## src/rtl/sata_fis_packetizer_if.sv

```systemverilog
// Beat stream from the packetizer to the link-layer framer.
// One beat moves on every clock where valid and ready are both high.
interface sata_fis_packetizer_if #(
    parameter int unsigned DW = 32
) ();
    logic          valid;
    logic          ready;
    logic [DW-1:0] data;
    logic          last;

    modport master (output valid, output data, output last, input ready);
    modport slave  (input valid, input data, input last, output ready);
endinterface

```

## src/rtl/sata_fis_packetizer.sv

```systemverilog
// DMA-write transmit stage: pops words from a first-word-fall-through FIFO and
// emits them as Data-FIS payload frames of at most 2^LGFIS dwords. Each frame
// is released by one DMA-Activate.
module sata_fis_packetizer #(
    parameter int unsigned DW    = 32,
    parameter int unsigned LGLEN = 20,
    parameter int unsigned LGFIS = 11
) (
    input  logic                 i_clk,
    input  logic                 i_reset,
    input  logic                 i_start,
    input  logic [LGLEN-1:0]     i_len,
    input  logic                 i_abort,
    output logic                 o_busy,
    output logic                 o_done,
    input  logic                 i_dma_act,
    output logic                 o_fifo_rd,
    input  logic [DW-1:0]        i_fifo_data,
    input  logic                 i_fifo_empty,
    sata_fis_packetizer_if.master tx
);

    localparam int unsigned FisMax = 1 << LGFIS;

    typedef enum logic [1:0] {StIdle, StWaitAct, StXfer} state_t;

    state_t            state;
    logic [LGLEN-1:0]  remaining;
    logic [LGFIS:0]    frame_left;
    logic              out_valid;
    logic [DW-1:0]     out_data;
    logic              out_last;
    logic [LGFIS:0]    act_len;
    logic              accept;

    assign tx.valid = out_valid;
    assign tx.data  = out_data;
    assign tx.last  = out_last;
    assign o_busy   = (state != StIdle);
    assign accept   = out_valid && tx.ready;

    // Pop whenever a frame has words left and the output register is free or draining.
    assign o_fifo_rd = (state == StXfer) && !i_fifo_empty && (frame_left != '0)
                     && (!out_valid || tx.ready);

    // Frame length granted by one DMA-Activate: min(remaining, 2^LGFIS).
    always_comb begin
        act_len = remaining[LGFIS:0];
        if (remaining >= LGLEN'(FisMax)) begin
            act_len = (LGFIS+1)'(FisMax);
        end
    end

    // Transfer FSM with registered stream outputs; abort overrides all but reset.
    always_ff @(posedge i_clk) begin
        if (i_reset) begin
            state      <= StIdle;
            remaining  <= '0;
            frame_left <= '0;
            out_valid  <= 1'b0;
            out_data   <= '0;
            out_last   <= 1'b0;
            o_done     <= 1'b0;
        end else begin
            o_done <= 1'b0;
            unique case (state)
                StIdle: begin
                    if (i_start) begin
                        if (i_len == '0) begin
                            o_done <= 1'b1;
                        end else begin
                            remaining <= i_len;
                            state     <= StWaitAct;
                        end
                    end
                end
                StWaitAct: begin
                    if (i_dma_act) begin
                        frame_left <= act_len;
                        state      <= StXfer;
                    end
                end
                StXfer: begin
                    if (o_fifo_rd) begin
                        out_data   <= i_fifo_data;
                        out_valid  <= 1'b1;
                        out_last   <= (frame_left == (LGFIS+1)'(1));
                        frame_left <= frame_left - (LGFIS+1)'(1);
                        remaining  <= remaining - LGLEN'(1);
                    end else if (accept) begin
                        out_valid <= 1'b0;
                        out_last  <= 1'b0;
                    end
                    // frame_left is zero once the last beat is pending, so no pop races it
                    if (accept && out_last) begin
                        if (remaining == '0) begin
                            o_done <= 1'b1;
                            state  <= StIdle;
                        end else begin
                            state <= StWaitAct;
                        end
                    end
                end
                default: state <= StIdle;
            endcase
            if (i_abort) begin
                state     <= StIdle;
                out_valid <= 1'b0;
                out_last  <= 1'b0;
                o_done    <= 1'b0;
            end
        end
    end

endmodule

```

## src/flat_wrapper.sv

```systemverilog
// flat-port wrapper written by rule: the top's interface ports become plain ports
module sata_fis_packetizer_flat 
#(
    parameter int unsigned DW    = 32,
    parameter int unsigned LGLEN = 20,
    parameter int unsigned LGFIS = 11
)
  (i_clk, i_reset, i_start, i_len, i_abort, o_busy, o_done, i_dma_act, o_fifo_rd, i_fifo_data, i_fifo_empty, tx_valid, tx_data, tx_last, tx_ready);
  sata_fis_packetizer_if #(.DW(DW)) tx_i ();
  input  logic i_clk;
  input  logic i_reset;
  input  logic i_start;
  input  logic [LGLEN-1:0] i_len;
  input  logic i_abort;
  output logic o_busy;
  output logic o_done;
  input  logic i_dma_act;
  output logic o_fifo_rd;
  input  logic [DW-1:0] i_fifo_data;
  input  logic i_fifo_empty;
  output wire logic [$bits(tx_i.valid)-1:0] tx_valid;
  output wire logic [$bits(tx_i.data)-1:0] tx_data;
  output wire logic [$bits(tx_i.last)-1:0] tx_last;
  input wire logic [$bits(tx_i.ready)-1:0] tx_ready;
  assign tx_valid = tx_i.valid;
  assign tx_data = tx_i.data;
  assign tx_last = tx_i.last;
  assign tx_i.ready = tx_ready;
  sata_fis_packetizer #(.DW(DW), .LGLEN(LGLEN), .LGFIS(LGFIS)) u_core (.i_clk(i_clk), .i_reset(i_reset), .i_start(i_start), .i_len(i_len), .i_abort(i_abort), .o_busy(o_busy), .o_done(o_done), .i_dma_act(i_dma_act), .o_fifo_rd(o_fifo_rd), .i_fifo_data(i_fifo_data), .i_fifo_empty(i_fifo_empty), .tx(tx_i));
endmodule
```

## config.mk

```make
export PLATFORM = sky130hd
export DESIGN_NAME = sata_fis_packetizer_flat
export DESIGN_NICKNAME = d
export VERILOG_FILES = /design/src/rtl/sata_fis_packetizer_if.sv /design/src/rtl/sata_fis_packetizer.sv /design/src/flat_wrapper.sv
export SDC_FILE = /design/constraint.sdc
export NUM_CORES = 1
export LEC_CHECK = 0
export CORE_MARGIN = 4
export CORE_UTILIZATION = 25
export CTS_BUF_LIST = sky130_fd_sc_hd__clkbuf_2 sky130_fd_sc_hd__clkbuf_4 sky130_fd_sc_hd__clkbuf_8
export DETAILED_ROUTE_END_ITERATION = 16
export SYNTH_ARGS = -nofsm -noshare
export SYNTH_HDL_FRONTEND = slang
export SYNTH_SLANG_ARGS = --single-unit
export TNS_END_PERCENT = 10
```

## constraint.sdc

```tcl
create_clock -name i_clk -period 2.3 [get_ports i_clk]
set_clock_uncertainty 0.15 [all_clocks]
set_input_delay 0.46 -clock i_clk [delete_from_list [all_inputs] [get_ports i_clk]]
set_output_delay 0.46 -clock i_clk [all_outputs]
set_load 0.02 [all_outputs]
```

==> key figures <==
Status
  – Status: finished clean

Route
  – Vias: 3937
  – First-pass iteration count of the detailed router: 5
  – Post-route ant nets: 0
  – Total wire length: 11500 µm
  – DR WL/cell: approximately 15 µm
  – DRC viols: 0
  – Initial DRC Count: 250
  – DR vias/cell: 5.06

Finish
  – Antenna diodes: 0
  – Non-filler cells, final: 778
  – Most common cell after layout, fill and taps aside: clkdlybuf4s50_1
  – Share of layout cells above drive strength 1: about a fifth
  – Final net count: 658
  – Area Overhead vs Synth: 49.5%
  – Most frequent cells in the layout: clkdlybuf4s50_1, nand2_1, a21oi_1, dfxtp_1, buf_4
  – FILL cells: about 1500

STA
  – Tightest Pin Transition: 0.626 ns
  – Hold Fails Final Rpt: 0
  – Fmax: roughly 440 MHz
  – Hold slack final: a little over 0.3 ns
  – Final Max Tran Viols: 0
  – Setup violators final: 0
  – Final worst path period need: between 2 and 2.5 ns
  – Worst rel slew slack: 58.2%
  – Final worst slack: approximately 0.039 ns
  – Fin crit share: 98.3%
  – RSZ-0062 raised after global routing: yes

Placement
  – Hpwl dp: 8160 µm
  – Global placer's final weighted congestion: 0.818
  – Port bufs: 95
  – Dpl cells: 760
  – Setup WS pre-CTS: -0.293 ns

Min path
  – Worst hold path type: reg2reg
  – Worst Hold Depth: 2
  – Hold Path Sink: u_core.tx.data[2]
  – Min-delay src: u_core.tx.data[2]

Synth
  – Syn nets: approximately 520
  – Register area share after synthesis: 38.4%
  – #FFs+latches synth: 69
  – EDFF count, synth: 0
  – Post-Synthesis Cells: 457
  – Synthesized area per cell: approximately 7.9 µm²
  – Synth Flop Type: dfxtp_1
  – Synth async-reset ratio: 0%
  – Library cells used by synthesis: 56
  – Synth Cell Area: 3590 µm²
  – Yosys warns: 0

Worst setup path
  – WP buf/inv: 1
  – R2R Setup Slk: 0.04 ns
  – Crit path max-delay family: simple AND/OR/NAND/NOR gates
  – FF-to-FF End: u_core.remaining[15]
  – CP Launch Type: flip-flop
  – CP arrival: ~2.3 ns
  – WS Path Type: reg2reg
  – Crit path cell chain: or4_1, buf_4, nor4_4, a21oi_1, o311ai_1, o31ai_1
  – FF-to-FF path depth: 6
  – Worst path max stage delay: 0.50 ns
  – Crit path capture type: flip-flop
  – R2R Path Start: u_core.remaining[8]
  – CP required: 2.36 ns
  – Max FO, Critical Path: 7
  – Critical path's slowest cell: or4_1

Clock tree
  – H-tree lvl count: 3
  – Reg clk slew, reported paths: 0.07 ns
  – # hold bufs at CTS: 0
  – Clk_lat worst skew: 0.34 ns
  – Root Driver: clkbuf_8
  – TritonCTS buffer count: 9
  – CTS tree: yes
  – CTS Sinks: 69
  – Max Buffers Root-to-Sink: 2

Floorplanning
  – IO Pins: 96
  – Cell Rows: 43
  – Die ar.: 16400 µm²
  – Core Footprint: 14000 µm²
  – Die Wd: 128 µm
  – Initial Util: 25.7%
  – Die extent in y: 128 µm

GRT
  – Wire length of the first global-routing pass: 18500 µm
  – Largest net degree at the start of global routing: 59
  – Vias in the first global route: about 3800
  – Initial antenna violation count: 0
  – GRT Util Overall: 13.8%
  – Total gr overflow: 0

Power and ir drop
  – Max IR drop VDD: ~0.00026 V
  – Static Leak: 1.90 nW
  – Pwr dens: 532 nW/µm²

Flow run
  – Max_cap viols: 0
layer usage:
layer / routed length, µm / track usage, % / vias to the layer above / share of wire (%)
met2: 5260 / 21.1 / 123 / 46
met5: 0 / 0 / - / 0
met3: 680 / 3.04 / 14 / 5.9
met4: 165 / 5.12 / 0 / 1.4
li1: - / - / 1946 / -
met1: 5350 / 19.0 / 1854 / 47
timing repair:
action / CTS / global route
setup endpoints to repair: 2 / 21
pin swaps: 4 / 3
setup buffers: 1 / 2
gates resized for setup: 5 / 11
worst reg2reg max path: stages, from the launching register on:
cell and delay [ns]:
dfxtp_1 0.31, or4_1 0.50, buf_4 0.19, nor4_4 0.43
a21oi_1 0.13, o311ai_1 0.31, o31ai_1 0.12
report_power, final:
part | total, mW | internal (mW) | switching (mW)
combinational | 0.698 | 0.347 | 0.352
sequential | 1.26 | 1.23 | 0.0319
clock | 0.893 | 0.449 | 0.445
total | 2.86 | 2.03 | 0.828
synth_stat cells, types with 8 or more instances:
| cell type | number | area [µm²] |
|---|---|---|
| nor3_1 | 14 | 70.1 |
| nand3_1 | 9 | 45.0 |
| a21oi_1 | 68 | 340 |
| o31ai_1 | 15 | 113 |
| dfxtp_1 | 69 | 1380 |
| o311ai_0 | 11 | 96.3 |
| clkbuf_1 | 26 | 97.6 |
| a32oi_1 | 8 | 70.1 |
| nor2_1 | 29 | 109 |
| nor4_1 | 12 | 75.1 |
| nand2_1 | 75 | 282 |
| inv_1 | 11 | 41.3 |
| buf_2 | 10 | 50.1 |
| o21ai_0 | 11 | 55.1 |
logic make-up after synthesis:
kind of cell	count (synthesis)	share of synthesized area [%]
fa+ha+maj	5	1.74
mux	1	0.278
compound gates	148	26.9
simple gates	184	26.8
buf+inv	50	5.78
flops	69	38.4
per-stage QoR:
step | instance area, µm² | power [mW] | setup TNS (ns) | util [%]
final | 5370 | 2.86 | 0 | 38.4
after global routing | 5370 | 3.00 | -0.0583 | 38.4
after CTS | 5320 | 2.85 | 0 | 38.0
after detailed placement | 5140 | 1.96 | -5.44 | 36.7
after global placement | 5140 | 1.95 | -4.30 | 36.7
after floorplan | 3590 | 1.64 | 0 | -
cell type report:
type	count	area (µm²)	area share, %
Clock buffer	13	160	2.98
Clock inverter	2	10.0	0.186
Inverter	12	45.0	0.838
Multi-Input combinational cell	338	2050	38.2
Sequential cell	69	1380	25.7
Tap cell	180	225	4.19
Timing Repair Buffer	164	1500	27.9
flip-flops by register name, summed over array words and instances (netlist names):
signal / cells
u_core.tx.valid: 1
u_core.remaining: 20
u_core.state: 2
u_core.frame_left: 12
u_core.o_done: 1
u_core.tx.last: 1
u_core.tx.data: 32
worst max path at each step:
stage | startpoint | endpoint | cells after the start
finish | u_core.remaining[8] | u_core.remaining[15] | 6
global route | i_len[6] | u_core.remaining[5] | 9
CTS | u_core.remaining[0] | u_core.remaining[15] | 5
detailed placement | i_len[3] | u_core.remaining[10] | 9
global placement | i_len[3] | u_core.remaining[10] | 9
floorplan | u_core.frame_left[5] | o_fifo_rd | 5
Power figures use the tool's default switching activity.
